<file path="src/rtl/prco_mem_dma.sv">
// ---------------------------------------------------------------------------
// prco_mem_dma
//
// Block-transfer initiator for the PRCO local memory port (prco_lmem).
// It takes one fill or copy command at a time and drives the memory's
// write-enable, address and write-data lines itself. A fill writes one
// constant word to len consecutive addresses. A copy alternates a read
// cycle and a write cycle per word, in strictly ascending order. Because
// of that ordering, an overlapping copy with dst = src + 1 propagates the
// first source word forward. All address arithmetic wraps modulo 2^ADDR_W.
//
// Ports
//   i_clk, i_rst_n          clock, asynchronous active-low reset
//   i_cmd_valid/q_cmd_ready command handshake (ready only while idle)
//   i_cmd_op                0 = fill, 1 = copy
//   i_cmd_src/dst/len       source base, destination base, word count
//   i_cmd_data              fill value
//   i_abort                 terminate the running transfer
//   q_busy                  not idle
//   q_done, q_aborted       one-cycle completion pulses
//   q_count                 words written in the current/last transfer
//   q_mem_we/addr/dina      memory write-enable, address, write data
//   i_mem_douta             memory read data, one cycle after the address
// ---------------------------------------------------------------------------
module prco_mem_dma #(
    parameter int DATA_W = 16,
    parameter int ADDR_W = 16
) (
    input  logic              i_clk,
    input  logic              i_rst_n,
    input  logic              i_cmd_valid,
    output logic              q_cmd_ready,
    input  logic              i_cmd_op,
    input  logic [ADDR_W-1:0] i_cmd_src,
    input  logic [ADDR_W-1:0] i_cmd_dst,
    input  logic [ADDR_W-1:0] i_cmd_len,
    input  logic [DATA_W-1:0] i_cmd_data,
    input  logic              i_abort,
    output logic              q_busy,
    output logic              q_done,
    output logic              q_aborted,
    output logic [ADDR_W-1:0] q_count,
    output logic              q_mem_we,
    output logic [ADDR_W-1:0] q_mem_addr,
    output logic [DATA_W-1:0] q_mem_dina,
    input  logic [DATA_W-1:0] i_mem_douta
);

    typedef enum logic [2:0] {
        S_IDLE,
        S_FILL,
        S_RD,
        S_WR,
        S_DONE
    } state_t;

    state_t            state_r, state_n;
    logic [ADDR_W-1:0] src_r, src_n;
    logic [ADDR_W-1:0] dst_r, dst_n;
    logic [ADDR_W-1:0] len_r, len_n;
    logic [DATA_W-1:0] fill_r, fill_n;
    logic [ADDR_W-1:0] count_r, count_n;
    logic [ADDR_W-1:0] addr_r, addr_n;
    logic [DATA_W-1:0] dina_r, dina_n;
    logic              we_r, we_n;
    logic              done_r, done_n;
    logic              aborted_r, aborted_n;
    logic              busy_r;
    logic              ready_r;
    logic [ADDR_W-1:0] count_inc;

    // The word index of the transfer is the number of words already
    // written, so q_count doubles as the offset from src/dst.
    assign count_inc = count_r + ADDR_W'(1);

    // Next-state logic. The memory-side outputs are computed here for the
    // *following* cycle and then registered, so each state's drive values
    // are prepared on the transition into it.
    always_comb begin
        state_n   = state_r;
        src_n     = src_r;
        dst_n     = dst_r;
        len_n     = len_r;
        fill_n    = fill_r;
        count_n   = count_r;
        addr_n    = addr_r;
        dina_n    = dina_r;
        we_n      = 1'b0;
        done_n    = 1'b0;
        aborted_n = 1'b0;

        unique case (state_r)
            S_IDLE: begin
                if (i_cmd_valid) begin
                    src_n   = i_cmd_src;
                    dst_n   = i_cmd_dst;
                    len_n   = i_cmd_len;
                    fill_n  = i_cmd_data;
                    count_n = '0;
                    if (i_cmd_len == '0) begin
                        state_n = S_DONE;
                        done_n  = 1'b1;
                    end else if (!i_cmd_op) begin
                        state_n = S_FILL;
                        we_n    = 1'b1;
                        addr_n  = i_cmd_dst;
                        dina_n  = i_cmd_data;
                    end else begin
                        state_n = S_RD;
                        addr_n  = i_cmd_src;
                    end
                end
            end

            S_FILL: begin
                count_n = count_inc;
                if (i_abort) begin
                    state_n   = S_IDLE;
                    aborted_n = 1'b1;
                end else if (count_inc == len_r) begin
                    state_n = S_DONE;
                    done_n  = 1'b1;
                end else begin
                    we_n   = 1'b1;
                    addr_n = dst_r + count_inc;
                end
            end

            S_RD: begin
                if (i_abort) begin
                    state_n   = S_IDLE;
                    aborted_n = 1'b1;
                end else begin
                    state_n = S_WR;
                    we_n    = 1'b1;
                    addr_n  = dst_r + count_r;
                end
            end

            S_WR: begin
                count_n = count_inc;
                // Keep the written word so dina holds it after the write.
                dina_n  = i_mem_douta;
                if (i_abort) begin
                    state_n   = S_IDLE;
                    aborted_n = 1'b1;
                end else if (count_inc != len_r) begin
                    state_n = S_RD;
                    addr_n  = src_r + count_inc;
                end else begin
                    state_n = S_DONE;
                    done_n  = 1'b1;
                end
            end

            S_DONE: begin
                state_n = S_IDLE;
            end

            default: begin
                state_n = S_IDLE;
            end
        endcase
    end

    // State and output registers; reset drops every transfer immediately.
    always_ff @(posedge i_clk or negedge i_rst_n) begin
        if (!i_rst_n) begin
            state_r   <= S_IDLE;
            src_r     <= '0;
            dst_r     <= '0;
            len_r     <= '0;
            fill_r    <= '0;
            count_r   <= '0;
            addr_r    <= '0;
            dina_r    <= '0;
            we_r      <= 1'b0;
            done_r    <= 1'b0;
            aborted_r <= 1'b0;
            busy_r    <= 1'b0;
            ready_r   <= 1'b1;
        end else begin
            state_r   <= state_n;
            src_r     <= src_n;
            dst_r     <= dst_n;
            len_r     <= len_n;
            fill_r    <= fill_n;
            count_r   <= count_n;
            addr_r    <= addr_n;
            dina_r    <= dina_n;
            we_r      <= we_n;
            done_r    <= done_n;
            aborted_r <= aborted_n;
            busy_r    <= (state_n != S_IDLE);
            ready_r   <= (state_n == S_IDLE);
        end
    end

    assign q_cmd_ready = ready_r;
    assign q_busy      = busy_r;
    assign q_done      = done_r;
    assign q_aborted   = aborted_r;
    assign q_count     = count_r;
    assign q_mem_we    = we_r;
    assign q_mem_addr  = addr_r;

    // The read data only arrives during the write cycle itself, so a copy
    // write forwards i_mem_douta straight through. This is selected by the
    // registered state only; every other cycle uses the registered value.
    assign q_mem_dina  = (state_r == S_WR) ? i_mem_douta : dina_r;

endmodule

</file>
<file path="config.mk">
export PLATFORM = sky130hd
export DESIGN_NAME = prco_mem_dma
export DESIGN_NICKNAME = d
export VERILOG_FILES = /design/src/rtl/prco_mem_dma.sv
export SDC_FILE = /design/constraint.sdc
export NUM_CORES = 1
export LEC_CHECK = 0
export CORE_ASPECT_RATIO = 0.9
export CORE_MARGIN = 4
export CORE_UTILIZATION = 26
export DETAILED_ROUTE_END_ITERATION = 10
export SYNTH_ARGS = -nofsm -noshare
export SYNTH_HDL_FRONTEND = slang
export SYNTH_SLANG_ARGS = --single-unit
</file>
<file path="constraint.sdc">
create_clock -name i_clk -period 4.75 [get_ports i_clk]
set_input_delay 0.95 -clock i_clk [delete_from_list [all_inputs] [get_ports i_clk]]
set_output_delay 0.95 -clock i_clk [all_outputs]
set_load 0.01 [all_outputs]
</file>
# After elaboration in Yosys (flattened, before gate mapping)
# Index checks and enable logic that the tools add are counted.
# Widths: inputs -> output; s select.
[word_totals] ff_bits=104 inputBits=85 output_inout_bits=53 word_cells=83
[classes] reduce_logical=13 add_sub_neg=4 eq_ne=13 muxes=41
[op_table] cell="$mux 16" count=13
[op_table] cell="$pmux 16 s2" count=2
[op_table] cell="$pmux 16 s4" count=1
[op_table] cell="$add 16x16->16" count=3
[op_table] cell="$mux 3" count=6
[op_table] cell="$add 16x1->16 const B" count=1
[op_table] cell="$eq 16x16->1" count=1
[op_table] cell="$logic_not 16->1" count=1
[op_table] cell="$ne 16x16->1" count=1
[op_table] cell="$ne 2x2->1 const B" count=8
[op_table] cell="$mux 1" count=14
[op_table] cell="$pmux 3 s4" count=1
[op_table] cell="$reduce_and 8->1" count=1
[op_table] cell="$eq 3x2->1 const B" count=2
[op_table] cell="$logic_not 3->1" count=2
[op_table] cell="$pmux 1 s3" count=2
[op_table] cell="$mux 2" count=2
[op_table] cell="$reduce_and 2->1" count=2
[op_table] cell="$reduce_and 4->1" count=1
[op_table] cell="$reduce_bool 2->1" count=2
[op_table] cell="$reduce_bool 4->1" count=1
[op_table] cell="$eq 3x1->1 const B" count=1
[op_table] cell="$reduce_bool 3->1" count=1
[op_table] cell="$reduce_or 3->1" count=1
[op_table] cell="$reduce_or 2->1" count=1

# Logic depth before layout (Yosys ltp)
# Gate-level depths: netlist of run 1.
[depth] ltp_word=6 ltp_mapped=17 mapped_depth_nobuf=14

# Least setup slack after synthesis of run 1
# No wires, ideal clock.
[synth_timing] kind="reg2reg" start="register state_r[0]" end="register addr_r[14], in the netlist q_mem_addr[14]" setup_ps=125 arrival_ps=3407 setup_slack_ps=1218 path_buffers=2 t_required_ps=4625 period_less_slack_ps=3532 stages_incl_launch_ff=17 path_cell_list="dfrtp_1 -> nor2b_1 -> clkbuf_1 -> nand2_1 -> clkbuf_1 -> nand2_1 -> nand2_1 -> ha_1 -> fa_1 -> a211oi_1 -> o21a_1 -> o21bai_1 -> a211oi_1 -> o21ai_0 -> xnor2_1 -> o211ai_1 -> mux2_4"
[synth_between] elab_chain_cells=3 elab_cells_between_ends=14 classes_between="eq/ne: 10; mux: 1; reduce/logical: 3"
[synth_lines] element="start: declaration" line="57" text="state_t state_r, state_n;"
[synth_lines] element="start signal: assignment" line="183" text="state_r <= state_n;"
[synth_lines] element="$eq 3x2->1, or another cell as far along" line="92" text="unique case (state_r)"
[synth_lines] element="$reduce_bool 4->1 (no source line) / $ne 2x2->1 (equally long branches)"
[synth_lines] element="$reduce_and 8->1 (no source line)"
[synth_lines] element="end signal: assignment" line="189" text="addr_r <= addr_n;"
[synth_lines] element="end: declaration" line="63" text="logic [ADDR_W-1:0] addr_r, addr_n;"
# Several ways; a longest one is shown, not always the timed one.
# A chain may end at the register's enable or synchronous reset.

# Worst setup path in the final report of run 1
[layout_timing] start="register count_r[5], in the netlist q_count[5]" end="register addr_r[1], in the netlist q_mem_addr[1]"
[layout_between] elab_chain_cells=4 elab_cells_between_ends=6 classes_between="add/sub: 1; eq/ne: 4; reduce/logical: 1"
[layout_lines] element="start: declaration" line="62" text="logic [ADDR_W-1:0] count_r, count_n;"
[layout_lines] element="start signal: assignment" line="188" text="count_r <= count_n;"
[layout_lines] element="$add 16x1->16 *" line="74" text="assign count_inc = count_r + ADDR_W'(1);"
[layout_lines] element="$ne 16x16->1 / $eq 16x16->1 (equally long branches)" line="147, 120"
[layout_lines] element="$ne 2x2->1 (no source line)"
[layout_lines] element="$reduce_and 8->1 (no source line) *"
# Every way passes the cells marked *; elsewhere a longest branch is shown, timed or not.

==> results of run 1 <==
[routing by layer]
metal / vias up / GRT usage (%) / routed length (um)
met5: - / 0 / 0
met4: 0 / 2.332 / 223
met3: 13 / 2.807 / 1599
met2: 203 / 22.75 / 10100
met1: 3040 / 22.26 / 11000
li1: 3046 / - / -
[path summary, 6_finish.rpt]
| kind | slack (ns) | from | cells past startpoint | end |
|---|---|---|---|---|
| max | 0.95 | q_count[5] | 8 | q_mem_addr[1] |
| min | 0.51 | q_mem_addr[0] | 1 | q_mem_addr[0] |
| max reg2reg | 0.95 | q_count[5] | 8 | q_mem_addr[1] |
| min reg2reg | 0.51 | q_mem_addr[0] | 1 | q_mem_addr[0] |
| max in group asynchronous | 2.96 | i_rst_n | 2 | q_count[5] |
| min in group asynchronous | 0.72 | i_rst_n | 1 | len_r[10] |
[flip-flops by register name, indices dropped and copies added, names as in the netlist]
signal and count:
q_mem_we 1, q_mem_addr 16, dina_r 16, q_count 16
q_aborted 1, len_r 16, q_busy 1, q_cmd_ready 1
dst_r 16, src_r 16, state_r 3, q_done 1
[per-stage QoR]
step                util (%)  setup slack [ns]  std cells  hold slack [ns]  cell area [um^2]
finish                 34.01            0.9493       1262           0.5126              9216
global placement       32.88            0.9853       1246           0.4894              8911
floorplan                  -             1.218        780           0.4792              7177
global route           34.01            0.7134       1262           0.5363              9216
CTS                    34.01            0.9587       1262           0.5181              9216
detailed placement     32.88            0.8257       1246           0.4977              8911
[area by class of cell]
cell class / instances / area, um^2 / share of cell area (%)
multi-input cells: 618 / 4323 / 46.90
flip-flops and latches: 104 / 2604 / 28.25
repair buffers: 150 / 1466 / 15.91
well taps: 354 / 442.9 / 4.806
clock buffers: 10 / 239.0 / 2.593
inverters: 20 / 75.07 / 0.8146
clock inverters: 6 / 66.31 / 0.7195
[report_power, final]
group	internal [mW]	switching [mW]	leakage, nW
combinational	1.47	1.52	2.48
sequential	1.28	0.317	1.27
clock	0.425	0.358	0.141
total	3.17	2.19	3.89
[kinds of logic (layout without fill, tap and decap cells)]
| family | count (synthesis) | after routing | share of synthesized area, % |
|---|---|---|---|
| buffers and inverters | 58 | 186 | 3.644 |
| DFF | 104 | 104 | 36.28 |
| xor gates and xnor gates | 56 | 56 | 7.235 |
| AOI/OAI and AO/OA | 170 | 170 | 14.64 |
| adders and majority gates | 33 | 33 | 5.962 |
| and+or+nand+nor | 262 | 262 | 17.09 |
| muxes | 97 | 97 | 15.15 |
[synthesized netlist by cell type (8+ instances only)]
library cell    n
nand4_1        12
clkbuf_1       28
nor2_1         36
or3_1          12
dfrtp_1       103
nor3_1         11
nor4_1          8
a21oi_1        35
nand2_1       134
o31ai_1         8
nand3_1        16
a21o_1         10
o21ai_0        64
mux2i_1        31
inv_1          20
xor2_1         15
ha_1           31
xnor2_1        39
mux2_4          9
a211oi_1        9
mux2_2         57
[critical path, delay by kind of cell, from the launching register on]
family           cells  cell delay [ns]
AO/OA/AOI/OAI        1             0.35
flip-flops           1             0.75
multiplexers         1             0.40
AND/OR/NAND/NOR      6             2.19
==> results.cfg, run 1 <==
[outcome]
status = finished, final reports clean

[power]
peakVddDrop_mv = 0.2290
power_density_nw_per_um2 = 581.8
leakage_nw = 3.892
finalPower_mw = 5.362

[synthesis]
async_reset_ff_share_pct = 100.0
syn_avg_cell_area_um2 = 9.201
ys_seq_area_share_pct = 36.28
post-synth-top-area-cell = dfrtp_1
synthFlopType = dfrtp_1
netlist_instances = 780
synth_area_leaders = dfrtp_1 36%, mux2_2 8.9%, nand2_1 7.0%
ys_ff_latch = 104
yosysUniqueCellTypes = 62
synth_nets = 898
yosys_warnings = 0
yosysTopAreaCellShare_pct = 35.91
netlist_area_um2 = 7177
synth_edf_count = 0

[die]
die-height_um = 165.6
dieArea_um2 = 30330
start_util_pct = 26.48
die_width_um = 183.1
io_pins = 138
rows = 57
core-area_um2 = 27100

[cts]
clock_sinks = 104
post_cts_buffers = 0
clk_pin_slew_ns = 0.06
cts_root_buf = clkbuf_16
cts_buffers = 9
cts_tree = built
hold_buffers = 0
clk_path_buf_depth = 2
clk_latency_ns = 0.36
htree_levels = 3
cts_resized = 0

[timing]
tightest_slew_ns = 0.9653
maxSlewHeadroom_pct = 35.65
final.setup.tns_ns = 0
hold_viol_final = 0
setup_viol_count_final = 0
slew_violations = 0
finalCritPeriodShare_pct = 80.01
rsz0062_at_grt = false
fin_worst_skew_ns = 0.01339
layout_min_cycle_time_ns = 3.801
max_freq_ghz = 0.2631

[global_routing]
grt_max_degree = 73
antenna_found_initial = 1
grt_pass1_wl_um = 35730
track_usage_pct = 14.88
grt_overflow_total = 0
grt_pass1_vias = 6172

[run]
maxCapViolations = 0

[critical_path]
slowest_delay_ns = 0.75
crit_fanout = 15
arrival_ns = 4.04
cp-end-kind = register
criticalPathCategory = reg -> reg
cp.required_ns = 4.99
cpMaxStageDelayCell = dfrtp_1
crit_chain = nand3_4, or3_1, or3_4, a311o_1, nor4_1, nand4_1, nand2_2, mux2_2
startpoint_type = register

[hold_path]
hold_class = reg -> reg

[place]
dp_hpwl_um = 17470
io_buffers = 137
gp_congestion = 0.8754

[final_layout]
layout_commonest_cell = clkdlybuf4s50_1
fillers = 2803
num-nets-final = 1021
diodes = 0
drive_above_1_share_pct = 12.33
area_growth_syn_to_layout_pct = 28.42
mostFrequentLayoutCells = 136 x clkdlybuf4s50_1, 134 x nand2_1, 103 x dfrtp_1

[routing]
dr.pass1.iters = 5
drt-initial-drc-count = 439
vias_per_cell = 4.994
drt_wl_total_um = 22920
drc = 0
wl_per_cell_um = 18.16
ant_nets = 0
vias = 6302
(Power assumes the default switching activity.)
==> run 2: changes to the inputs <==
==> constraint.sdc (replaced) <==
create_clock -name i_clk -period 3.8 [get_ports i_clk]
set_input_delay 0.76 -clock i_clk [delete_from_list [all_inputs] [get_ports i_clk]]
set_output_delay 0.76 -clock i_clk [all_outputs]
set_load 0.01 [all_outputs]
==> results.cfg, run 2 (synthesis results as in run 1) <==
[critical_path]
rrSetupSlack_ns = 0.33
reg2regPathDepth = 8
startpoint_type = register
r2r_end = q_mem_addr[1]
reg2reg_from = q_count[10]
slowest_delay_ns = 0.67
crit_fanout = 15
crit_buf_inv = 0
cp_top_family = simple AND/OR/NAND/NOR gates
cpMaxStageDelayCell = dfrtp_1
cp.required_ns = 4.05
arrival_ns = 3.72
crit_chain = nand2_1, or3_1, or3_4, a311o_1, nor4_1, nand4_1, nand2_2, mux2_2
criticalPathCategory = reg -> reg
cp-end-kind = register

[timing]
setup_viol_count_final = 0
maxSlewHeadroom_pct = 23.34
rsz0062_at_grt = true
max_freq_ghz = 0.2881
tightest_slew_ns = 1.149
hold_viol_final = 0
slew_violations = 0
layout_min_cycle_time_ns = 3.471
whs_ns = 0.4398
final.setup.tns_ns = 0
finalCritPeriodShare_pct = 91.34
fin_ws_ns = 0.3293
fin_worst_skew_ns = 0.006074

[die]
die-height_um = 165.6
start_util_pct = 26.48
dieArea_um2 = 30330
io_pins = 138
core-area_um2 = 27100
rows = 57
die_width_um = 183.1

[outcome]
status = finished, final reports clean

[final_layout]
mostFrequentLayoutCells = 136 x clkdlybuf4s50_1, 134 x nand2_1, 102 x dfrtp_1
num-nets-final = 1043
fillers = 2829
layout_commonest_cell = clkdlybuf4s50_1
fin_area_um2 = 9382
seq_area_um2 = 2605
area_growth_syn_to_layout_pct = 30.72
drive_above_1_share_pct = 14.73
diodes = 0
multi_input_area_um2 = 4335

[place]
gp_congestion = 0.8925
io_buffers = 137
place_ws_ns = 0.2772
placed_area_um2 = 9089
dp_hpwl_um = 18350

[routing]
vias = 6414
vias_per_cell = 4.995
drt_wl_total_um = 23450
drc = 0
drt-initial-drc-count = 426
ant_nets = 0
dr.pass1.iters = 6
wl_per_cell_um = 18.26

[cts]
clock_sinks = 104
clk_latency_ns = 0.36
clk_path_buf_depth = 2
htree_levels = 3
cts_buffers = 9
clk_pin_slew_ns = 0.07
cts_root_buf = clkbuf_16
cts_tree = built

[global_routing]
grt_pass1_vias = 6355
grt_overflow_total = 0
track_usage_pct = 15.29
grt_max_degree = 54
antenna_found_initial = 0
grt_pass1_wl_um = 36730

[power]
peakVddDrop_mv = 0.2427
power_density_nw_per_um2 = 712.9
leakage_nw = 4.002

[run]
maxCapViolations = 0

[hold_path]
hold_class = in -> async
==> run 2: metrics by stage <==
step	std cells	utilization (%)	power (mW)
finish	1284	34.62	6.689
global route	1284	34.62	7.218
CTS	1284	34.57	6.751
detailed placement	1268	33.54	5.801
global placement	1268	33.54	5.759
floorplan	780	-	4.391
==> run 2: layout make-up <==
cell class | instances | area share (%)
Clock buffer | 9 | 2.401
Clock inverter | 7 | 0.5735
Inverter | 20 | 0.8002
Multi-Input combinational cell | 618 | 46.21
Sequential cell | 104 | 27.77
Tap cell | 354 | 4.721
Timing Repair Buffer | 172 | 17.52
==> run 2: worst max-delay path by stage <==
stage / startpoint / end / slack (ns) / depth (start not counted)
after CTS: q_count[0] / q_mem_addr[13] / 0.30 / 13
after global placement: i_cmd_len[1] / q_mem_addr[4] / 0.35 / 9
after global routing: q_count[0] / q_mem_addr[13] / -0.04 / 13
final: q_count[10] / q_mem_addr[1] / 0.33 / 8
after detailed placement: i_cmd_len[1] / q_mem_addr[1] / 0.28 / 9
after floorplan: state_r[0] / q_mem_addr[14] / 0.27 / 16
==> run 2: power by group <==
group | internal (mW) | switching [mW] | leakage (nW)
clock | 0.450 | 0.460 | 0.128
combinational | 1.88 | 1.90 | 2.61
sequential | 1.60 | 0.404 | 1.27
==> run 2: repair_timing <==
item	4_1_cts	5_1_grt
setup endpoints to repair	0	2
gates resized for setup	0	4
hold buffers	0	0
setup buffers	0	0
==> run 2: per-layer routing <==
metal	part of all wire (%)	GRT usage [%]	vias to the layer above
met2	44	23.90	201
met5	0	0	-
met3	6.4	2.654	15
met1	49	22.49	3110
met4	0.84	2.623	0
li1	-	-	3088
==> run 3: changes to the inputs <==
--- a/config.mk
+++ b/config.mk
@@ -5,10 +5,13 @@
 export SDC_FILE = /design/constraint.sdc
 export NUM_CORES = 1
 export LEC_CHECK = 0
+export CELL_PAD_IN_SITES_DETAIL_PLACEMENT = 2
+export CELL_PAD_IN_SITES_GLOBAL_PLACEMENT = 2
 export CORE_ASPECT_RATIO = 0.9
 export CORE_MARGIN = 4
 export CORE_UTILIZATION = 26
 export DETAILED_ROUTE_END_ITERATION = 10
+export PLACE_DENSITY_LB_ADDON = 0.1
 export SYNTH_ARGS = -nofsm -noshare
 export SYNTH_HDL_FRONTEND = slang
 export SYNTH_SLANG_ARGS = --single-unit
==> results.cfg, run 3 (synthesis results as in run 1) <==
[outcome]
status = finished, final reports clean

[cts]
htree_levels = 3
cts_buffers = 9
cts_tree = built
clk_pin_slew_ns = 0.08
clk_latency_ns = 0.36
clk_path_buf_depth = 2
cts_root_buf = clkbuf_16
clock_sinks = 104

[routing]
drt-initial-drc-count = 345
drc = 0
ant_nets = 0
wl_per_cell_um = 22.22
drt_wl_total_um = 28870
dr.pass1.iters = 4
vias = 6690
vias_per_cell = 5.150

[power]
pwr-share-comb_pct = 57.6
power_density_nw_per_um2 = 740.7
internal_power_mw = 4.104
finalPower_mw = 7.092
peakVddDrop_mv = 0.2049
p_sw_mw = 2.988
leakage_nw = 4.105
clockPowerShare_pct = 14.5
switching_share_pct = 42.13
power_frac_seq_pct = 27.9

[final_layout]
diodes = 0
mostFrequentLayoutCells = 136 x clkdlybuf4s50_1, 134 x nand2_1, 101 x dfrtp_1
multi_input_area_um2 = 4350
final_util_pct = 35.33
layout_commonest_cell = clkdlybuf4s50_1
fillers = 3026
num-nets-final = 1059
area_growth_syn_to_layout_pct = 33.40
seq_area_um2 = 2606
drive_above_1_share_pct = 16.51

[global_routing]
grt_pass1_wl_um = 45140
grt_max_degree = 105
grt_overflow_total = 0
track_usage_pct = 18.93
grt_pass1_vias = 7588
antenna_found_initial = 0

[die]
start_util_pct = 26.48
rows = 57
die_width_um = 183.1
die-height_um = 165.6
core-area_um2 = 27100
io_pins = 138
dieArea_um2 = 30330

[run]
maxCapViolations = 0

[critical_path]
criticalPathCategory = reg -> reg
startpoint_type = register
crit_fanout = 10
reg2reg_from = q_count[0]
arrival_ns = 3.84
cp.required_ns = 4.03
cp-end-kind = register
rrSetupSlack_ns = 0.19
reg2regPathDepth = 13
r2r_end = q_mem_addr[13]

[timing]
maxSlewHeadroom_pct = 27.14
layout_min_cycle_time_ns = 3.615
fin_worst_skew_ns = 0.005558
hold_viol_final = 0
slew_violations = 0
finalCritPeriodShare_pct = 95.13
tightest_slew_ns = 1.090
setup_viol_count_final = 0
max_freq_ghz = 0.2766

[hold_path]
hold_class = in -> async

[place]
dp_hpwl_um = 22120
gp_congestion = 0.8744
io_buffers = 137
run 3: cell count changes in the layout (fill, tap and decap cells not counted), moves of 2 or more:
cell       before  now
inv_6           2    0
buf_4          35   49
bufinv_16       0    2
buf_12          1    3
run 3: power groups by stage:
stage | logic (mW) | clock network, mW | registers (mW)
after CTS | 4.13 | 1.07 | 1.99
final | 4.09 | 1.03 | 1.98
after global routing | 4.48 | 1.11 | 2.06
after global placement | 3.94 | 0 | 1.98
after detailed placement | 4.10 | 0 | 2.01
after floorplan | 2.47 | 0 | 1.92
run 3: layer usage:
layer / up-vias / global-route usage (%) / routed length [um] / part of all wire, %
met5: - / 0 / 0 / 0
met3: 29 / 2.807 / 1032 / 3.6
li1: 3100 / - / - / -
met2: 137 / 32.35 / 14020 / 49
met4: 0 / 4.760 / 484 / 1.7
met1: 3424 / 25.13 / 13320 / 46
run 3: per-stage QoR:
stage | instance area, um^2 | setup TNS (ns) | cells | hold slack [ns] | setup WS (ns)
5_1_grt | 9574 | -0.001611 | 1299 | 0.5051 | -0.001611
6_report | 9574 | 0 | 1299 | 0.4603 | 0.1852
3_5_place_dp | 9234 | 0 | 1284 | 0.4957 | 0.01196
4_1_cts | 9549 | 0 | 1299 | 0.4941 | 0.1373
3_3_place_gp | 9234 | 0 | 1284 | 0.4931 | 0.2559
2_1_floorplan | 7177 | 0 | 780 | 0.4644 | 0.2682
run 3: layout make-up:
class | count | share of cell area (%)
multi-input combinational | 618 | 45.44
sequential | 104 | 27.22
timing repair buffer | 188 | 18.69
tap | 354 | 4.626
clock buffer | 9 | 2.352
clock inverter | 6 | 0.8887
inverter | 20 | 0.7841
run 3: worst max path at each step:
stage | start | end | slack (ns) | depth (start not counted)
6_report | q_count[0] | q_mem_addr[13] | 0.19 | 13
3_5_place_dp | q_count[2] | q_mem_addr[13] | 0.01 | 12
3_3_place_gp | q_count[4] | q_mem_addr[11] | 0.26 | 11
2_1_floorplan | state_r[0] | q_mem_addr[14] | 0.27 | 16
4_1_cts | q_count[2] | q_mem_addr[13] | 0.14 | 12
5_1_grt | q_count[0] | q_mem_addr[13] | -0.002 | 13
run 3: worst max-delay path, cell delays in order (launching register included):
cell	delay (ns)
dfrtp_1	0.36
buf_4	0.21
nand2_1	0.19
or3_1	0.50
xnor2_1	0.17
buf_4	0.16
ha_1	0.23
or3_1	0.36
a211oi_1	0.41
o41ai_2	0.18
xnor2_1	0.17
nor2_1	0.09
a211oi_2	0.30
mux2i_1	0.14
run 3: what timing repair did:
| item | in CTS | in global routing |
|---|---|---|
| hold buffers | 0 | 0 |
| endpoints found under the setup margin | 1 | 3 |
| buffers inserted | 0 | 0 |
| gates resized for setup | 1 | 6 |
